### config.mk
export PLATFORM = sky130hd
export DESIGN_NAME = scaler_read_scheduler
export DESIGN_NICKNAME = d
export VERILOG_FILES = /design/src/rtl/scaler_pkg.sv /design/src/rtl/scaler_phase_acc.sv /design/src/rtl/scaler_read_scheduler.sv
export SDC_FILE = /design/constraint.sdc
export NUM_CORES = 1
export LEC_CHECK = 0
export ABC_AREA = 1
export CAP_MARGIN = 20
export CORE_UTILIZATION = 39
export CTS_BUF_LIST = sky130_fd_sc_hd__clkbuf_16
export DETAILED_ROUTE_END_ITERATION = 12
export PLACE_DENSITY_LB_ADDON = 0.15
export SKIP_LAST_GASP = 1
export SYNTH_ARGS = -nofsm -noshare
export SYNTH_HDL_FRONTEND = slang
export SYNTH_SLANG_ARGS = --single-unit
### constraint.sdc
create_clock -name clk -period 6.6 [get_ports clk]
set_clock_uncertainty 0.2 [all_clocks]
set_input_delay 1.32 -clock clk [delete_from_list [all_inputs] [get_ports clk]]
set_output_delay 1.32 -clock clk [all_outputs]
set_load 0.005 [all_outputs]
### src/rtl/scaler_pkg.sv
// Shared definitions for the bilinear scaler read scheduler: sync bit
// positions, fixed-point widths and the scheduler state encoding.
package scaler_pkg;

    localparam int SYNC_VS = 2;
    localparam int SYNC_HS = 1;
    localparam int SYNC_DE = 0;

    localparam int FRAC_W = 16;
    localparam int W_W    = 8;

    // Step of exactly one source pixel/line in 2.16 fixed point.
    localparam logic [17:0] PHASE_ONE = 18'h10000;

    typedef enum logic [1:0] {
        ST_IDLE      = 2'd0,
        ST_WAIT_LINE = 2'd1,
        ST_LINE      = 2'd2,
        ST_LINE_END  = 2'd3
    } state_t;

endpackage

### src/rtl/scaler_phase_acc.sv
// Saturating phase accumulator with clamp-and-split into two source indices
// and an interpolation weight. The split reflects the accumulator value in
// use this cycle (after an optional clear, before the step is added).
module scaler_phase_acc
    import scaler_pkg::*;
#(
    parameter int INT_W  = 12,
    parameter int FRAC_W = 16
) (
    input  logic             clk,
    input  logic             rst,
    input  logic             clear,
    input  logic             step_en,
    input  logic [17:0]      step,
    input  logic [INT_W-1:0] size,
    output logic [INT_W-1:0] idx0,
    output logic [INT_W-1:0] idx1,
    output logic [W_W-1:0]   weight
);

    localparam int ACC_W = INT_W + FRAC_W;
    localparam logic [INT_W-1:0] IDX_ONE = {{(INT_W-1){1'b0}}, 1'b1};

    logic [ACC_W-1:0] acc_r;
    logic [ACC_W-1:0] acc_eff_s;
    logic [ACC_W-1:0] acc_next_s;
    logic [INT_W-1:0] int_s;
    logic [INT_W-1:0] last_s;

    // Unsigned add that sticks at all ones instead of wrapping.
    function automatic logic [ACC_W-1:0] sat_add(input logic [ACC_W-1:0] a,
                                                 input logic [17:0]      b);
        logic [ACC_W:0] sum;
        sum = {1'b0, a} + {{(ACC_W+1-18){1'b0}}, b};
        if (sum[ACC_W]) begin
            sat_add = '1;
        end else begin
            sat_add = sum[ACC_W-1:0];
        end
    endfunction

    // Effective value for this cycle and the value to hold after it.
    always_comb begin
        acc_eff_s  = acc_r;
        acc_next_s = acc_r;
        if (clear) begin
            acc_eff_s = '0;
        end else begin
            acc_eff_s = acc_r;
        end
        if (step_en) begin
            acc_next_s = sat_add(acc_eff_s, step);
        end else begin
            acc_next_s = acc_eff_s;
        end
    end

    // Accumulator register.
    always_ff @(posedge clk) begin
        if (rst) begin
            acc_r <= '0;
        end else begin
            acc_r <= acc_next_s;
        end
    end

    // Clamp to the last source index; at or beyond it there is nothing to
    // blend with, so both taps point there and the weight is forced to zero.
    always_comb begin
        int_s  = acc_eff_s[ACC_W-1:FRAC_W];
        last_s = size - IDX_ONE;
        idx0   = int_s;
        idx1   = int_s + IDX_ONE;
        weight = acc_eff_s[FRAC_W-1 -: W_W];
        if (int_s >= last_s) begin
            idx0   = last_s;
            idx1   = last_s;
            weight = {W_W{1'b0}};
        end else begin
            idx0   = int_s;
            idx1   = int_s + IDX_ONE;
            weight = acc_eff_s[FRAC_W-1 -: W_W];
        end
    end

endmodule

### src/rtl/scaler_read_scheduler.sv
// Read scheduler for the 720p->1080p bilinear scaler. Walks the output timing,
// steps the horizontal/vertical phase accumulators and emits line-buffer read
// coordinates and weights two cycles after the matching sync input. Also
// flags (sticky) when a row about to be read is not yet fully written.
module scaler_read_scheduler
    import scaler_pkg::*;
#(
    parameter int FRAC_W = 16
) (
    input  logic        clk,
    input  logic        rst,
    input  logic [2:0]  sync_i,
    input  logic        pass,
    input  logic [17:0] h_step,
    input  logic [17:0] v_step,
    input  logic [11:0] src_h_size,
    input  logic [10:0] src_v_size,
    input  logic [10:0] lines_ready,
    output logic        rd_valid,
    output logic [11:0] rd_x0,
    output logic [11:0] rd_x1,
    output logic [10:0] rd_y0,
    output logic [10:0] rd_y1,
    output logic [7:0]  wx,
    output logic [7:0]  wy,
    output logic [2:0]  sync_o,
    output logic        frame_start,
    output logic        underrun
);

    state_t state_r;
    state_t state_next_s;

    logic [2:0]  sync_d1_r;
    logic        vs_rise_s;
    logic        de_rise_s;
    logic        de_s;

    logic [17:0] h_step_r;
    logic [17:0] v_step_r;
    logic [11:0] h_size_r;
    logic [10:0] v_size_r;
    logic        pass_r;
    logic [17:0] h_eff_s;
    logic [17:0] v_eff_s;

    logic        x_clear_s;
    logic        x_step_s;
    logic        y_step_s;
    logic        valid_s;
    logic        check_s;

    logic [11:0] x0_s;
    logic [11:0] x1_s;
    logic [7:0]  wx_s;
    logic [10:0] y0_s;
    logic [10:0] y1_s;
    logic [7:0]  wy_s;

    logic        valid_d1_r;
    logic [11:0] x0_d1_r;
    logic [11:0] x1_d1_r;
    logic [7:0]  wx_d1_r;
    logic [10:0] y0_d1_r;
    logic [10:0] y1_d1_r;
    logic [7:0]  wy_d1_r;
    logic        fs_d1_r;
    logic        und_d1_r;

    // Edge detection against the previous sync sample (the stage-1 register).
    always_comb begin
        de_s      = sync_i[SYNC_DE];
        vs_rise_s = sync_i[SYNC_VS] & ~sync_d1_r[SYNC_VS];
        de_rise_s = sync_i[SYNC_DE] & ~sync_d1_r[SYNC_DE];
    end

    // Pass-through overrides both steps with exactly one source pixel/line.
    always_comb begin
        if (pass_r) begin
            h_eff_s = PHASE_ONE;
            v_eff_s = PHASE_ONE;
        end else begin
            h_eff_s = h_step_r;
            v_eff_s = v_step_r;
        end
    end

    // Frame parameters are captured at VS so mid-frame changes are ignored.
    always_ff @(posedge clk) begin
        if (rst) begin
            h_step_r <= 18'd0;
            v_step_r <= 18'd0;
            h_size_r <= 12'd0;
            v_size_r <= 11'd0;
            pass_r   <= 1'b0;
        end else if (vs_rise_s) begin
            h_step_r <= h_step;
            v_step_r <= v_step;
            h_size_r <= src_h_size;
            v_size_r <= src_v_size;
            pass_r   <= pass;
        end else begin
            h_step_r <= h_step_r;
            v_step_r <= v_step_r;
            h_size_r <= h_size_r;
            v_size_r <= v_size_r;
            pass_r   <= pass_r;
        end
    end

    // Scheduler state register.
    always_ff @(posedge clk) begin
        if (rst) begin
            state_r <= ST_IDLE;
        end else begin
            state_r <= state_next_s;
        end
    end

    // Next state and accumulator controls; VS rising always restarts the frame.
    always_comb begin
        state_next_s = state_r;
        x_clear_s    = 1'b0;
        x_step_s     = 1'b0;
        y_step_s     = 1'b0;
        valid_s      = 1'b0;
        check_s      = 1'b0;
        case (state_r)
            ST_IDLE: begin
                if (vs_rise_s) begin
                    state_next_s = ST_WAIT_LINE;
                end else begin
                    state_next_s = ST_IDLE;
                end
            end
            ST_WAIT_LINE: begin
                if (vs_rise_s) begin
                    state_next_s = ST_WAIT_LINE;
                end else if (de_rise_s) begin
                    state_next_s = ST_LINE;
                    x_clear_s    = 1'b1;
                    x_step_s     = 1'b1;
                    valid_s      = 1'b1;
                    check_s      = 1'b1;
                end else begin
                    state_next_s = ST_WAIT_LINE;
                end
            end
            ST_LINE: begin
                if (vs_rise_s) begin
                    state_next_s = ST_WAIT_LINE;
                end else if (de_s) begin
                    state_next_s = ST_LINE;
                    x_step_s     = 1'b1;
                    valid_s      = 1'b1;
                end else begin
                    state_next_s = ST_LINE_END;
                end
            end
            ST_LINE_END: begin
                state_next_s = ST_WAIT_LINE;
                if (vs_rise_s) begin
                    y_step_s = 1'b0;
                end else begin
                    y_step_s = 1'b1;
                end
            end
            default: begin
                state_next_s = ST_IDLE;
            end
        endcase
    end

    scaler_phase_acc #(
        .INT_W  (12),
        .FRAC_W (FRAC_W)
    ) u_x_acc (
        .clk     (clk),
        .rst     (rst),
        .clear   (x_clear_s),
        .step_en (x_step_s),
        .step    (h_eff_s),
        .size    (h_size_r),
        .idx0    (x0_s),
        .idx1    (x1_s),
        .weight  (wx_s)
    );

    scaler_phase_acc #(
        .INT_W  (11),
        .FRAC_W (FRAC_W)
    ) u_y_acc (
        .clk     (clk),
        .rst     (rst),
        .clear   (vs_rise_s),
        .step_en (y_step_s),
        .step    (v_eff_s),
        .size    (v_size_r),
        .idx0    (y0_s),
        .idx1    (y1_s),
        .weight  (wy_s)
    );

    // Stage 1: capture sync, clamped coordinates and per-pixel flags.
    always_ff @(posedge clk) begin
        if (rst) begin
            sync_d1_r  <= 3'd0;
            valid_d1_r <= 1'b0;
            x0_d1_r    <= 12'd0;
            x1_d1_r    <= 12'd0;
            wx_d1_r    <= 8'd0;
            y0_d1_r    <= 11'd0;
            y1_d1_r    <= 11'd0;
            wy_d1_r    <= 8'd0;
            fs_d1_r    <= 1'b0;
            und_d1_r   <= 1'b0;
        end else begin
            sync_d1_r  <= sync_i;
            valid_d1_r <= valid_s;
            x0_d1_r    <= x0_s;
            x1_d1_r    <= x1_s;
            wx_d1_r    <= wx_s;
            y0_d1_r    <= y0_s;
            y1_d1_r    <= y1_s;
            wy_d1_r    <= wy_s;
            fs_d1_r    <= vs_rise_s;
            und_d1_r   <= check_s & (lines_ready <= y1_s);
        end
    end

    // Stage 2: output registers; underrun holds until reset.
    always_ff @(posedge clk) begin
        if (rst) begin
            sync_o      <= 3'd0;
            rd_valid    <= 1'b0;
            rd_x0       <= 12'd0;
            rd_x1       <= 12'd0;
            wx          <= 8'd0;
            rd_y0       <= 11'd0;
            rd_y1       <= 11'd0;
            wy          <= 8'd0;
            frame_start <= 1'b0;
            underrun    <= 1'b0;
        end else begin
            sync_o      <= sync_d1_r;
            rd_valid    <= valid_d1_r;
            rd_x0       <= x0_d1_r;
            rd_x1       <= x1_d1_r;
            wx          <= wx_d1_r;
            rd_y0       <= y0_d1_r;
            rd_y1       <= y1_d1_r;
            wy          <= wy_d1_r;
            frame_start <= fs_d1_r;
            underrun    <= underrun | und_d1_r;
        end
    end

endmodule

==> run metrics <==
die width 184 um; Remaining DRCs 0; 1st-iter DRT viols 715; Initial Util 39.6%; I/O Buffers 143; largest net degree at the start of global routing 78; power after layout 3.35 mW; Clock Path Buffers 3; cts hold-fix bufs 0; CTS Buf Count 28; Worst Max-Slew Pin Slew 0.997 ns; CP Cell Sequence clkdlybuf4s50_1 > nand2_4 > nand2_2 > inv_1 > ha_1 > a21oi_1 > nand2_1 > nand2_1 > nand3_1 > nand2_1 > nand3_1 > nand3_2 > nand3_4 > nand2_1 > nand2_1 > ha_1 > nand2_1 > nor4_1 > nand4_1 > a211oi_1; ratio of cells with drive above 1 in the final layout 4.98%; synth warn 0; ant diodes 0; total grt overflow 0; crit path kind input port to register; Post-Synthesis Cell Area 12,900 sq um; Core ar. 32,600 sq um; Most used DFF post-synth dfxtp_1; final instance area 15,500 sq um; placed wire-length estimate 26,200 um; CP arrival 5.47 ns; row cnt 66; Max-cap violations 0; Req. time, crit path 6.85 ns; CP max-delay cell nand2_4; Post-synth EDFFs 0; top cell type's share of synthesized area 39.2%; I/O pin total 144; number of synthesized register bits 253; ys async rst share 0%; gr usage total 21.6%; per-cell routed wire length 14.9 um; final worst slack 1.37 ns; synth top area cells dfxtp_1, nand2_1, inv_1; root buffer cell clkbuf_16; worst skew pair latency 0.54 ns; syn_area_per_cell 6.98 sq um; Worst slew margin 33.5%; Final Max Tran Viols 0; Mapped Cells 1,854; pwr/cell area 216 nW/um^2; Final min period 5.23 ns; total length of routed wires 36,100 um; sequential area share after synthesis 39.2%; Slowest Stage Delay on Critical Path 0.50 ns; leakage 6.99 nW; CTS tree built; Min-Delay Path Class register to register; Post-Place Worst Slack 0.818 ns; NumNets Final 2,122; via count of the first global-routing pass 11,300; Max FO, Critical Path 58; via count 11,800; most frequent CP cell nand2_1; Fmax 191 MHz; peak supply drop 0.184 mV; RSZ-0062 raised after global routing false; area of the die 33,900 sq um; Clock transition at path regs 0.06 ns; first-pass GRT wire length 58,700 um; Unique masters post-synth 46; Placer Congestion 0.917; Die H 184 um; initial antenna violation count 0; Sum Neg Setup Slack 0 ns; status finished, final reports clean; area grow syn2layout 20.0%; final setup fails 0; syn nets 2,007; clock sink count 253; largest area contributor in the netlist dfxtp_1; drt first pass iters 6; H-tree depth 1; Fin. Hold Viols 0; Tcrit/Tclk final 79.2%; Vias/cell 4.84; postcts setup bufs 0; crit path capture type register; Setup crit start kind input port; area of placed instances 14,700 sq um; Post-DRT Antenna Nets 0; Resized Gates After CTS 0
[state kept, by name, summed over array words and instances (netlist names), 12 cells and up]
| register | cells |
|---|---|
| u_x_acc.acc_r | 28 |
| u_y_acc.acc_r | 27 |
| h_step_r | 18 |
| v_step_r | 18 |
| h_size_r | 12 |
| rd_x0 | 12 |
| rd_x1 | 12 |
| x0_d1_r | 12 |
| x1_d1_r | 12 |
[kinds of logic (layout without fill, tap and decap cells)]
group | after synthesis | count (layout) | synth area share (%)
AND/OR/NAND/NOR | 798 | 798 | 26.1
AO/OA/AOI/OAI | 314 | 314 | 12.9
XOR/XNOR | 52 | 52 | 3.52
adder cells (fa/ha/maj) | 77 | 77 | 7.57
flip-flops | 253 | 253 | 39.2
buffers and inverters | 360 | 495 | 10.7
[layout by cell type (no fill, tap or decap), types with 2 or more instances in the layout]
cell / count
or2_2: 10
nor2_2: 6
ha_1: 75
buf_4: 8
o21ai_0: 128
nor3_2: 2
clkinv_4: 2
o22ai_1: 3
a22oi_1: 4
dfxtp_1: 253
nor4_1: 2
clkinv_1: 7
clkdlybuf4s50_1: 142
a21oi_2: 10
a211oi_1: 2
fa_1: 2
nand2_1: 363
nand2_2: 7
clkbuf_16: 29
and2_1: 3
xnor2_1: 15
clkinv_2: 7
xor2_1: 37
nor2_1: 265
o21a_1: 2
inv_1: 290
nand3_2: 3
nor3_1: 12
nand3b_1: 4
nand3_1: 80
nand2_4: 2
clkinvlp_4: 2
a21oi_1: 138
nand4_1: 34
inv_2: 8
o21ai_1: 3
a31oi_1: 18
a21boi_0: 2
[synth_stat cells (12+ instances only)]
cell type  number
ha_1           75
nand2_1       363
inv_1         286
dfxtp_1       253
a21oi_1       138
nand3_1        80
o21ai_0       128
nand4_1        34
a31oi_1        18
clkbuf_1       45
nor3_1         12
xnor2_1        15
nor2_1        265
xor2_1         37
[critical path, delay by kind of cell]
family / cells / cell delay (ns)
compound gates: 2 / 0.38
fa+ha+maj: 2 / 0.59
buf+inv: 2 / 0.68
simple gates: 14 / 2.45
[layer usage]
metal	vias up	global-route usage, %	routed length (um)	part of all wire, %
met3	39	3.32	2020	5.6
met5	-	0	0	0
li1	6112	-	-	-
met4	0	4.67	534	1.5
met2	304	34.1	15300	42
met1	5323	30.7	18300	51
[stage by stage]
step                      utilization [%]  hold WS, ns  cells
after detailed placement             45.0        0.196   2381
after CTS                            47.6        0.202   2431
final                                47.6        0.200   2431
after global placement               45.0        0.190   2381
after global routing                 47.6        0.210   2431
after floorplan                         -        0.188   1854
[final timing paths]
| kind | from | end | slack, ns | cells past startpoint |
|---|---|---|---|---|
| max | sync_i[2] | und_d1_r | 1.37 | 20 |
| min | wy_d1_r[1] | wy[1] | 0.20 | 2 |
| max reg2reg | v_size_r[0] | und_d1_r | 1.97 | 21 |
| min reg2reg | wy_d1_r[1] | wy[1] | 0.20 | 2 |
[where the power goes]
group	switching, mW	leakage, nW	internal (mW)
registers	0.0171	2.06	1.56
clock network	0.623	0.424	0.790
logic	0.222	4.52	0.132
total	0.863	6.99	2.48
[area by class of cell]
type,instances,area (sq um)
Fill cell,3408,17100
Multi-Input combinational cell,1241,6480
Inverter,295,1110
Timing Repair Buffer,150,1480
Clock buffer,29,726
Sequential cell,253,5060
Clock inverter,21,105
Tap cell,442,553
Power figures use the tool's default switching activity.
